$ cat src/rtl/uart_tx_stream.sv
// UART transmitter with an integrated transmit FIFO and a valid/ready byte input.
// Each frame latches its own data length, parity, stop bits and divisor, and frames are sent back-to-back.
module uart_tx_stream #(
  parameter int FIFO_DEPTH = 16,
  parameter int DIV_W      = 16
) (
  input  logic                          clk,
  input  logic                          rst_n,
  input  logic [7:0]                    s_data,
  input  logic                          s_valid,
  output logic                          s_ready,
  input  logic [DIV_W-1:0]              cfg_div,
  input  logic [1:0]                    cfg_data_bits,
  input  logic [1:0]                    cfg_parity,
  input  logic                          cfg_stop2,
  output logic                          tx_serial,
  output logic                          tx_busy,
  output logic                          tx_done,
  output logic [$clog2(FIFO_DEPTH):0]   fifo_count
);

  localparam int AW = $clog2(FIFO_DEPTH);
  localparam logic [AW:0] FULL_CNT = (AW+1)'(FIFO_DEPTH);

  typedef enum logic [2:0] {
    ST_IDLE,
    ST_START,
    ST_DATA,
    ST_PARITY,
    ST_STOP
  } state_t;

  // ---------------- transmit FIFO ----------------
  logic [7:0]    r_mem [FIFO_DEPTH];
  logic [AW-1:0] r_wr_ptr;
  logic [AW-1:0] r_rd_ptr;
  logic [AW:0]   r_count;
  logic          w_push;
  logic          w_load;
  logic          w_empty;
  logic [7:0]    w_load_data;

  assign s_ready    = (r_count != FULL_CNT);
  assign fifo_count = r_count;
  assign w_push     = s_valid && s_ready;
  assign w_empty    = (r_count == '0);
  // Bits above the configured length are cleared so the parity reduction can use the whole byte.
  assign w_load_data = r_mem[r_rd_ptr] & (8'hFF >> (2'd3 - cfg_data_bits));

  // NOTE: storage array has no reset; only pointers and count carry state that matters after reset.
  always_ff @(posedge clk) begin
    if (w_push) r_mem[r_wr_ptr] <= s_data;
  end

  // NOTE: sequential state uses non-blocking assignments so every register samples pre-edge values.
  always_ff @(posedge clk or negedge rst_n) begin
    if (!rst_n) begin
      r_wr_ptr <= '0;
      r_rd_ptr <= '0;
      r_count  <= '0;
    end else begin
      if (w_push) r_wr_ptr <= r_wr_ptr + 1'b1;
      if (w_load) r_rd_ptr <= r_rd_ptr + 1'b1;
      unique case ({w_push, w_load})
        2'b10:   r_count <= r_count + 1'b1;
        2'b01:   r_count <= r_count - 1'b1;
        default: r_count <= r_count;
      endcase
    end
  end

  // ---------------- frame engine ----------------
  state_t           r_state;
  logic [DIV_W-1:0] r_baud;
  logic [2:0]       r_bit_idx;
  logic             r_stop_idx;
  logic [7:0]       r_shift;
  logic [DIV_W-1:0] r_div;
  logic [2:0]       r_last_bit;
  logic             r_par_en;
  logic             r_par_odd;
  logic             r_stop2;
  logic             r_tx_serial;
  logic             r_tx_busy;
  logic             r_tx_done;

  state_t           w_nxt_state;
  logic [DIV_W-1:0] w_nxt_baud;
  logic [2:0]       w_nxt_bit;
  logic             w_nxt_stop;
  logic             w_nxt_serial;
  logic             w_nxt_done;
  logic             w_tick;
  logic [DIV_W-1:0] w_div_clamped;

  assign w_tick        = (r_baud == r_div - 1'b1);
  assign w_div_clamped = (cfg_div < DIV_W'(2)) ? DIV_W'(2) : cfg_div;

  // NOTE: every combinational output gets a default first, so no path can infer a latch.
  always_comb begin
    w_nxt_state = r_state;
    w_nxt_baud  = r_baud + 1'b1;
    w_nxt_bit   = r_bit_idx;
    w_nxt_stop  = r_stop_idx;
    w_load      = 1'b0;
    unique case (r_state)
      ST_IDLE: begin
        w_nxt_baud = '0;
        if (!w_empty) begin
          w_load      = 1'b1;
          w_nxt_state = ST_START;
        end
      end
      ST_START: begin
        if (w_tick) begin
          w_nxt_baud  = '0;
          w_nxt_bit   = '0;
          w_nxt_state = ST_DATA;
        end
      end
      ST_DATA: begin
        if (w_tick) begin
          w_nxt_baud = '0;
          if (r_bit_idx == r_last_bit) begin
            w_nxt_stop  = 1'b0;
            w_nxt_state = r_par_en ? ST_PARITY : ST_STOP;
          end else begin
            w_nxt_bit = r_bit_idx + 1'b1;
          end
        end
      end
      ST_PARITY: begin
        if (w_tick) begin
          w_nxt_baud  = '0;
          w_nxt_stop  = 1'b0;
          w_nxt_state = ST_STOP;
        end
      end
      ST_STOP: begin
        if (w_tick) begin
          w_nxt_baud = '0;
          if (r_stop_idx == r_stop2) begin
            if (!w_empty) begin
              w_load      = 1'b1;
              w_nxt_state = ST_START;
            end else begin
              w_nxt_state = ST_IDLE;
            end
          end else begin
            w_nxt_stop = 1'b1;
          end
        end
      end
      default: w_nxt_state = ST_IDLE;
    endcase

    // Outputs are registered from the next state so they line up with the state register.
    w_nxt_serial = 1'b1;
    unique case (w_nxt_state)
      ST_START:  w_nxt_serial = 1'b0;
      ST_DATA:   w_nxt_serial = r_shift[w_nxt_bit];
      ST_PARITY: w_nxt_serial = (^r_shift) ^ r_par_odd;
      default:   w_nxt_serial = 1'b1;
    endcase
    w_nxt_done = (w_nxt_state == ST_STOP) && (w_nxt_baud == r_div - 1'b1) &&
                 (w_nxt_stop == r_stop2);
  end

  always_ff @(posedge clk or negedge rst_n) begin
    if (!rst_n) begin
      r_state     <= ST_IDLE;
      r_baud      <= '0;
      r_bit_idx   <= '0;
      r_stop_idx  <= 1'b0;
      r_shift     <= '0;
      r_div       <= DIV_W'(2);
      r_last_bit  <= 3'd7;
      r_par_en    <= 1'b0;
      r_par_odd   <= 1'b0;
      r_stop2     <= 1'b0;
      r_tx_serial <= 1'b1;
      r_tx_busy   <= 1'b0;
      r_tx_done   <= 1'b0;
    end else begin
      r_state     <= w_nxt_state;
      r_baud      <= w_nxt_baud;
      r_bit_idx   <= w_nxt_bit;
      r_stop_idx  <= w_nxt_stop;
      r_tx_serial <= w_nxt_serial;
      r_tx_busy   <= (w_nxt_state != ST_IDLE);
      r_tx_done   <= w_nxt_done;
      if (w_load) begin
        r_shift    <= w_load_data;
        r_div      <= w_div_clamped;
        r_last_bit <= {1'b1, cfg_data_bits};
        r_par_en   <= cfg_parity[0] ^ cfg_parity[1];
        r_par_odd  <= cfg_parity[1] & ~cfg_parity[0];
        r_stop2    <= cfg_stop2;
      end
    end
  end

  assign tx_serial = r_tx_serial;
  assign tx_busy   = r_tx_busy;
  assign tx_done   = r_tx_done;

endmodule

$ cat config.mk
export PLATFORM = sky130hd
export DESIGN_NAME = uart_tx_stream
export DESIGN_NICKNAME = d
export VERILOG_FILES = /design/src/rtl/uart_tx_stream.sv
export SDC_FILE = /design/constraint.sdc
export NUM_CORES = 1
export LEC_CHECK = 0
export ABC_AREA = 1
export CORE_MARGIN = 1.5
export CORE_UTILIZATION = 50
export DETAILED_ROUTE_END_ITERATION = 7
export PLACE_DENSITY = 0.69
export RECOVER_POWER = 50
export SETUP_SLACK_MARGIN = 0.15
export SLEW_MARGIN = 20
export SYNTH_ARGS = -nofsm -noshare
export SYNTH_HDL_FRONTEND = slang
export SYNTH_SLANG_ARGS = --single-unit
$ cat constraint.sdc
create_clock -name clk -period 4.67 [get_ports clk]
set_input_delay 0.934 -clock clk [delete_from_list [all_inputs] [get_ports clk]]
set_output_delay 0.934 -clock clk [all_outputs]
set_load 0.005 [all_outputs]
==> flow_summary.yaml, run 1 <==
setup_path:
  crit_arrival_ns: 4.20
  required_ns: 5.04
  crit_top_cell: "nand2_1"
  cp_num_buf_inv: 6
  slowest_delay_ns: 0.56
  path_class: "flip-flop to flip-flop"
  cp_top_family: "simple AND/OR/NAND/NOR gates"
  crit_fanout: 8
  r2r_slack_ns: 0.84
  crit_path_end_kind: "flip-flop"
  cp_slowest_cell: "dfstp_2"
  startpoint_type: "flip-flop"
drt:
  antenna_left: 0
  vias: 7325
  drt_wl_total_um: 22310
  viasPerCell: 5.316
  wl_per_cell_um: 16.19
  drt_iter0_drc: 561
  drc: 0
  firstDrtPassIters: 6
clocking:
  clk_path_buf_depth: 2
  cts_inserted_buffers: 17
  clk_latency_ns: 0.45
  cts_root_buf: "clkbuf_16"
  clk_pin_slew_ns: 0.08
  ctsResizeCount: 0
  htree_levels: 4
  cts_tree: "done"
  post_cts_buffers: 0
  numClockSinks: 196
  cts_hold_buf: 0
floorplanning:
  core_area_sq_mm: 0.01896
  ios: 41
  initial_core_util_pct: 51.57
  die_area_sq_mm: 0.02040
  rows: 50
  die_w_um: 142.8
  die_y_um: 142.8
run_status:
  failed_checks: "capacitance limit, slew limit"
  outcome: "finished with violations"
placed_design:
  globalplace.congestion: 0.8654
  placed_area_sq_mm: 0.01040
  io_buffer_count: 40
  dp_hpwl_um: 15100
  dpl.cell_count: 1346
synthesis:
  ys_ff_latch: 196
  synth_fp_nets: 1118
  ys_top_cells_by_area: "edfxtp_1 (39%), dfrtp_1 (16%), nand2_1 (10%), inv_1 (4.7%), nor2_1 (4.7%)"
  synth.top_cell.area_share_pct: 39.32
  synth_area_sq_mm: 0.009776
  yosys_warnings: 0
  ys.flop_type: "edfxtp_1"
  synth_seq_area_share_pct: 56.78
  synth_cell_type_count: 43
  syn_avg_cell_area_sq_um: 9.128
  synth-edff-count: 128
  async_flop_share_pct: 34.69
  yosysTopAreaCell: "edfxtp_1"
  syn-instance-count: 1071
cells_and_area:
  fill_cells: 1606
  instances_no_fill: 1378
  final_area_sq_mm: 0.01104
  fin_nets: 1152
  layout-drive-gt1-share_pct: 6.798
  area_growth_pct: 12.95
  num_antenna_cells: 0
grt:
  grt_pass1_vias: 6968
  grtUsageTotal_pct: 23.43
  antenna_found_initial: 0
  grt_overflow: 0
  grt_max_degree: 70
  grt_pass1_wl_um: 36290
sta:
  fin_tns_setup_ns: 0
  period_minus_slack_ns: 3.829
  final.setup_skew_ns: 0.01811
  worstMarginPinSlew_ns: 1.757
  finalCritPeriodShare_pct: 81.99
  timing.slew.headroom_pct: -17.16
  rsz0062_at_grt: "no"
  max_freq_mhz: 261.2
  hold_viol_final: 0
  finalMaxSlewViolations: 69
  finalSetupViolCount: 0
  hold_slack_ns: 0.4799
pwr:
  ir_worst_vdd_v: 0.0003244
  p_per_area_mw_per_mm2: 591.5
  leakagePower_nw: 4.666
flow_run:
  maxCapViolCount: 1
hold_path:
  hold_path_class: "flip-flop to flip-flop"
==> cells by family (layout without fill, tap and decap cells) <==
kind of cell / count (synthesis) / in the layout / synth area share [%]
AND/OR/NAND/NOR: 528 / 528 / 23.38
flip-flops: 196 / 196 / 56.78
buffers and inverters: 158 / 205 / 6.463
AO/OA/AOI/OAI: 141 / 141 / 8.422
XOR/XNOR: 33 / 33 / 2.957
adder cells (fa/ha/maj): 15 / 15 / 1.997
==> path summary, 6_finish.rpt <==
check,endpoint,startpoint,cells after the start
max,fifo_count[4],r_div[1],26
min,r_last_bit[1],r_last_bit[1],2
max reg2reg,fifo_count[4],r_div[1],26
min reg2reg,r_last_bit[1],r_last_bit[1],2
max in group asynchronous,r_rd_ptr[0],rst_n,1
min in group asynchronous,r_div[15],rst_n,1
==> area by class of cell <==
| type | count | area (sq um) | area share [%] |
|---|---|---|---|
| sequential | 196 | 5552 | 50.28 |
| multi-input combinational | 717 | 3593 | 32.54 |
| tap | 260 | 325.3 | 2.946 |
| timing repair buffer | 44 | 437.9 | 3.966 |
| clock buffer | 17 | 425.4 | 3.853 |
| clock inverter | 15 | 224.0 | 2.028 |
| inverter | 129 | 484.2 | 4.385 |
==> flip-flops by register name, indices dropped and copies added, names as in the netlist <==
signal / count
r_mem: 128
r_baud: 16
r_div: 16
r_shift: 8
fifo_count: 5
r_rd_ptr: 4
r_wr_ptr: 4
r_bit_idx: 3
r_state: 3
r_last_bit: 2
r_par_en: 1
r_par_odd: 1
r_stop2: 1
r_stop_idx: 1
tx_busy: 1
tx_done: 1
tx_serial: 1
==> placed cells by master, fill, tap and decap left out, types with 5 or more instances in the layout <==
cell type	n
a21oi_1	16
a31oi_1	7
clkinv_8	6
o21ai_0	78
o221ai_1	8
inv_1	123
nor3_1	5
xor2_1	27
nand3b_1	5
nand3_1	83
clkbuf_16	17
o22ai_1	13
o211ai_1	5
nor4_1	5
xnor2_1	6
nand2_1	266
nor2_2	6
clkdlybuf4s50_1	31
dfrtp_1	63
nand4_1	11
ha_1	14
nand2_2	10
a311oi_1	7
dlygate4sd3_1	8
edfxtp_1	128
nor2_1	123
inv_12	6
==> layer usage <==
metal	up-vias	track usage [%]	part of all wire [%]
met5	-	0	0
met4	0	5.643	1.3
met3	24	3.991	5.3
met2	200	37.35	47
met1	3460	33.54	46
li1	3641	-	-
==> through the flow <==
| step | utilization [%] | worst slack, ns | total power [mW] |
|---|---|---|---|
| final | 58.25 | 0.8409 | 6.531 |
| after global routing | 58.25 | 0.4398 | 6.994 |
| after CTS | 58.26 | 0.8786 | 6.541 |
| after detailed placement | 54.84 | 0.9301 | 4.984 |
| after global placement | 54.84 | 1.080 | 4.947 |
| after floorplan | - | 1.123 | 4.230 |
==> Yosys cell counts (all sizes together) (2+ instances only) <==
cell,instances
clkinv,2
or2,2
nand4,11
a31oi,7
nand3b,5
nand3,88
buf,7
clkbuf,22
a311oi,7
o211ai,5
nor4,5
a41oi,2
ha,14
nor3,5
nand2,278
o22ai,13
o221ai,8
o21ai,80
dfstp,4
edfxtp,128
inv,127
xor2,27
dfrtp,64
a21oi,16
xnor2,6
nor2,132
==> tightest hold or removal path, stage by stage, from the launching register on <==
cell,delay (ns)
dfstp_2,0.38
nand2_1,0.05
nand2_1,0.05
==> where the power goes <==
part | internal, mW | switching (mW) | leakage (nW)
sequential | 2.19 | 0.304 | 2.00
combinational | 0.828 | 1.64 | 2.36
clock | 0.759 | 0.808 | 0.310
Note: power is estimated with default switching activity, not from simulation.
==> run 2: changes to the inputs <==
==> constraint.sdc (replaced) <==
create_clock -name clk -period 3.87 [get_ports clk]
set_input_delay 0.774 -clock clk [delete_from_list [all_inputs] [get_ports clk]]
set_output_delay 0.774 -clock clk [all_outputs]
set_load 0.005 [all_outputs]
==> run 2 against run 1 <==
  * The flow still finishes with violations (capacitance limit, slew limit)
  * Clock-buffer cell count unchanged
  * Total power increased by 22%
  * Largest power group is now combinational cells
  * Flip-flop and latch count unchanged
  * Combinational power increased by 25%
  * Clock skew decreased by 0.0035 ns
  * Critical path depth unchanged
  * Largest cell class unchanged
==> flow_summary.yaml, run 2 (synthesized netlist as in run 1, its figures left out) <==
run_status:
  outcome: "finished with violations"
  failed_checks: "capacitance limit, slew limit"
setup_path:
  crit_fanout: 7
  crit_arrival_ns: 3.80
  startpoint_type: "flip-flop"
  path_class: "flip-flop to flip-flop"
  r2r-start: "r_div[1]"
  required_ns: 4.24
  r2r_end: "fifo_count[4]"
  crit_path_end_kind: "flip-flop"
  rr_worst_depth: 26
  r2r_slack_ns: 0.44
flow_run:
  maxCapViolCount: 1
clocking:
  clk_latency_ns: 0.45
  cts_root_buf: "clkbuf_16"
  cts_tree: "done"
  htree_levels: 4
  cts_inserted_buffers: 17
  clk_path_buf_depth: 2
  clk_pin_slew_ns: 0.08
  numClockSinks: 196
floorplanning:
  die_area_sq_mm: 0.02040
  rows: 50
  ios: 41
  core_area_sq_mm: 0.01896
  initial_core_util_pct: 51.57
  die_y_um: 142.8
  die_w_um: 142.8
sta:
  timing.slew.headroom_pct: -16.10
  final.setup_skew_ns: 0.01464
  hold_viol_final: 0
  rsz0062_at_grt: "no"
  finalMaxSlewViolations: 69
  period_minus_slack_ns: 3.428
  max_freq_mhz: 291.7
  fin_tns_setup_ns: 0
  finalCritPeriodShare_pct: 88.59
  finalSetupViolCount: 0
  worstMarginPinSlew_ns: 1.741
placed_design:
  dp_hpwl_um: 15320
  io_buffer_count: 40
  placed_area_sq_mm: 0.01041
  dpl.cell_count: 1349
  globalplace.congestion: 0.8622
cells_and_area:
  finish.utilization_pct: 58.71
  num_antenna_cells: 0
  final_cell_mix: "nand2_1 (266), edfxtp_1 (128), inv_1 (123)"
  area_growth_pct: 13.84
  top_register: "r_mem"
  fill_cells: 1629
  instances_no_fill: 1386
  layout-drive-gt1-share_pct: 7.904
  reg.largest.list: "r_mem x128, r_baud x16, r_div x16"
  fin_nets: 1160
  final_area_sq_mm: 0.01113
  final_common_cell: "nand2_1"
  largest_reg_flops: 128
hold_path:
  worst_hold_path.endpoint: "r_last_bit[1]"
  hold_depth: 2
  hp-start: "r_last_bit[1]"
  hold_path_class: "flip-flop to flip-flop"
drt:
  firstDrtPassIters: 5
  antenna_left: 0
  drc: 0
  viasPerCell: 5.330
  drt_wl_total_um: 22550
  drt_iter0_drc: 670
  wl_per_cell_um: 16.27
  vias: 7388
pwr:
  clkPwrFrac_pct: 23.5
  combPwrFrac_pct: 38.8
  p_int_mw: 4.615
  p_sw_share_pct: 42.10
  ir_worst_vdd_v: 0.0003346
  seq_power_share_pct: 37.7
  p_per_area_mw_per_mm2: 716.3
  leakagePower_nw: 4.701
  p_switching_mw: 3.356
grt:
  grtUsageTotal_pct: 23.13
  grt_max_degree: 70
  grt_pass1_wl_um: 35600
  antenna_found_initial: 0
  grt_overflow: 0
  grt_pass1_vias: 6910
## run 2: worst max-delay path by stage
stage                  start       endpoint  cells past startpoint
detailed placement  r_div[1]  fifo_count[4]                     26
CTS                 r_div[1]  fifo_count[4]                     26
global route        r_div[1]  fifo_count[4]                     26
global placement    r_div[1]  fifo_count[4]                     26
floorplan           r_div[0]  fifo_count[4]                     25
finish              r_div[1]  fifo_count[4]                     26
## run 2: per-stage QoR
step	power (mW)	setup WS (ns)	hold slack [ns]
floorplan	5.104	0.3235	0.4547
global placement	5.969	0.4030	0.4663
detailed placement	6.030	0.2350	0.4733
CTS	7.914	0.2002	0.4820
global route	8.500	0.1566	0.5017
finish	7.971	0.4416	0.4794
## run 2: critical path, cell delays in order, from the launching register on
cell and delay [ns]:
dfstp_2 0.56, inv_1 0.07, ha_4 0.18, inv_1 0.09, nand2_1 0.09, nand3_1 0.10
nand2_1 0.06, nor2_2 0.11, nand3_1 0.08, inv_1 0.05, nand2_1 0.05, nor2_2 0.10
nand2_1 0.09, inv_2 0.07, nand3_4 0.10, o21ai_2 0.14, nand3_2 0.09, inv_2 0.12
ha_4 0.17, inv_1 0.07, fa_1 0.39, nor2_1 0.13, a211oi_1 0.07, nand2_1 0.07
nand2_1 0.04, nor2_1 0.10, xor2_1 0.15
## run 2: timing repair
action | in CTS | in global routing
buffers inserted | 0 | 5
hold endpoints to repair | 0 | 0
hold buffers | 0 | 0
resized for setup | 0 | 8
setup endpoints to repair | 0 | 3
## run 2: power by group through the flow
stage	Sequential [mW]	Clock, mW	Combinational (mW)
after floorplan	2.91	0	2.19
after global placement	3.03	0	2.94
after detailed placement	3.04	0	2.99
after CTS	3.00	1.90	3.01
after global routing	3.05	1.97	3.48
final	3.01	1.87	3.09
## run 2: final cells by class
type	count	area, sq um	area share (%)
sequential	196	5552	49.89
multi-input combinational	717	3626	32.58
inverter	129	486.7	4.374
timing repair buffer	52	485.5	4.362
clock buffer	17	425.4	3.823
tap	260	325.3	2.923
clock inverter	15	227.7	2.046
## run 2: routing by layer
layer | track usage, % | up-vias | share of wire, %
li1 | - | 3659 | -
met1 | 31.47 | 3488 | 46
met2 | 36.36 | 200 | 47
met3 | 5.131 | 41 | 5.3
met4 | 8.736 | 0 | 2.3
met5 | 0 | - | 0
==> run 3: changes to the inputs <==
==> constraint.sdc (replaced) <==
create_clock -name clk -period 4.42 [get_ports clk]
set_input_delay 0.884 -clock clk [delete_from_list [all_inputs] [get_ports clk]]
set_output_delay 0.884 -clock clk [all_outputs]
set_load 0.005 [all_outputs]
==> run 3 against run 2 <==
  * The run still ends with capacitance limit, slew limit left
  * Routed wire length increased by 0.80%
  * Flip-flop and latch count unchanged
  * Largest power group is now sequential cells
  * Largest cell class unchanged
  * Clock power decreased by 13%
  * First-iteration DRC count decreased by 20%
  * Sequential power decreased by 11%
  * Clock-buffer cell count unchanged
  * Clock skew increased by 0.0022 ns
  * Fmax decreased by 9.0%
  * Register-to-register slack improved by 0.21 ns
  * Die area unchanged
  * Critical endpoint unchanged
==> flow_summary.yaml, run 3 (synthesized netlist as in run 1, its figures left out) <==
run_status:
  outcome: "finished with violations"
  failed_checks: "capacitance limit, slew limit"
cells_and_area:
  layout-drive-gt1-share_pct: 6.887
  final_area_sq_mm: 0.01105
  reg.largest.list: "r_mem x128, r_baud x16, r_div x16"
  fill_cells: 1610
  area_growth_pct: 13.07
  final_cell_mix: "nand2_1 (266), edfxtp_1 (128), inv_1 (123), nor2_1 (123), nand3_1 (83)"
  final_common_cell: "nand2_1"
  top_register: "r_mem"
  largest_reg_flops: 128
  fin_nets: 1152
  num_antenna_cells: 0
grt:
  grtUsageTotal_pct: 23.52
  grt_overflow: 0
  grt_pass1_wl_um: 36250
  grt_pass1_vias: 7120
  grt_max_degree: 69
  antenna_found_initial: 0
sta:
  final.setup_skew_ns: 0.01680
  finalSetupViolCount: 0
  worst_slack_ns: 0.6532
  rsz0062_at_grt: "no"
  finalMaxSlewViolations: 69
  hold_slack_ns: 0.4856
  hold_viol_final: 0
  max_freq_mhz: 265.5
  fin_tns_setup_ns: 0
  finalCritPeriodShare_pct: 85.22
  timing.slew.headroom_pct: -15.89
  period_minus_slack_ns: 3.767
  worstMarginPinSlew_ns: 1.738
drt:
  drc: 0
  wl_per_cell_um: 16.49
  drt_iter0_drc: 537
  vias: 7338
  firstDrtPassIters: 5
  drt_wl_total_um: 22730
  antenna_left: 0
  viasPerCell: 5.325
setup_path:
  r2r-start: "r_div[1]"
  path_cells: "inv_1 > ha_2 > or2_2 > nand3_1 > nor2_1 > nand3_1 > inv_1 > nand2_1 > nor2_1 > nand2_1 > inv_2 > nand3_4 > o21ai_2 > nand3_4 > inv_2 > ha_1 > inv_1 > fa_1 > nor2_1 > a211oi_1 > nand2_1 > nand2_1 > nor2_1 > xor2_1"
  path_class: "flip-flop to flip-flop"
  crit_fanout: 8
  required_ns: 4.77
  slowest_delay_ns: 0.56
  startpoint_type: "flip-flop"
  critPathLaunch: "r_div[1]"
  cp_slowest_cell: "dfstp_2"
  crit_path_end_kind: "flip-flop"
  crit_arrival_ns: 4.12
floorplanning:
  initial_core_util_pct: 51.57
  ios: 41
  rows: 50
  die_area_sq_mm: 0.02040
  core_area_sq_mm: 0.01896
  die_y_um: 142.8
  die_w_um: 142.8
flow_run:
  maxCapViolCount: 1
placed_design:
  dp_hpwl_um: 15370
  io_buffer_count: 40
  dp_slack_ns: 0.6659
  globalplace.congestion: 0.8699
  placed_area_sq_mm: 0.01040
clocking:
  cts_tree: "done"
  cts_root_buf: "clkbuf_16"
  post_cts_buffers: 0
  clk_pin_slew_ns: 0.08
  cts_inserted_buffers: 17
  numClockSinks: 196
  clk_latency_ns: 0.44
  htree_levels: 4
  clk_path_buf_depth: 2
pwr:
  p_per_area_mw_per_mm2: 625.8
  leakagePower_nw: 4.666
  ir_worst_vdd_v: 0.0002852
hold_path:
  hp-start: "r_last_bit[1]"
  hold_path_class: "flip-flop to flip-flop"
-- run 3: layer usage --
| layer | routed length, um | vias up | track usage (%) |
|---|---|---|---|
| met4 | 256 | 0 | 5.643 |
| met3 | 1526 | 26 | 5.064 |
| met2 | 10910 | 228 | 38.55 |
| met5 | 0 | - | 0 |
| met1 | 10030 | 3439 | 32.10 |
| li1 | - | 3645 | - |
-- run 3: path summary, 6_finish.rpt --
path                                      end  slack [ns]  depth (start not counted)
max in group asynchronous         r_rd_ptr[0]        2.38                          1
worst max register to register  fifo_count[4]        0.65                         24
worst max-delay path            fifo_count[4]        0.65                         24
worst min-delay path            r_last_bit[1]        0.49                          2
worst min register to register  r_last_bit[1]        0.49                          2
min in group asynchronous          r_baud[13]        0.90                          1
-- run 3: repair_timing --
item,in CTS,in global routing
hold buffers,0,0
setup endpoints to repair,0,1
resized for setup,0,2
-- run 3: power breakdown --
| part | total, mW | switching, mW | leakage, nW | internal (mW) |
|---|---|---|---|---|
| Combinational | 2.59 | 1.71 | 2.36 | 0.879 |
| Clock | 1.63 | 0.834 | 0.310 | 0.801 |
| Sequential | 2.69 | 0.377 | 2.00 | 2.32 |
| Total | 6.92 | 2.92 | 4.67 | 4.00 |
-- run 3: critical path, delay by kind of cell (launching register included) --
kind                       cells  cell delay (ns)
DFF                            1             0.56
adders and majority gates      3             0.97
xor gates and xnor gates       1             0.17
AOI/OAI and AO/OA              2             0.24
buffers and inverters          5             0.41
and+or+nand+nor               13             1.32
-- run 3: through the flow --
step / power (mW) / utilization, % / instances
2_1_floorplan: 4.469 / - / 1071
3_3_place_gp: 5.224 / 54.84 / 1346
3_5_place_dp: 5.283 / 54.84 / 1346
4_1_cts: 6.924 / 58.27 / 1378
5_1_grt: 7.380 / 58.31 / 1378
6_report: 6.917 / 58.31 / 1378
-- run 3: layout make-up --
cell class                      count  area [sq um]  area share, %
Timing Repair Buffer               44         437.9          3.962
Clock inverter                     15         225.2          2.038
Sequential cell                   196          5552          50.23
Multi-Input combinational cell    717          3603          32.60
Tap cell                          260         325.3          2.943
Inverter                          129         484.2          4.381
Clock buffer                       17         425.4          3.849
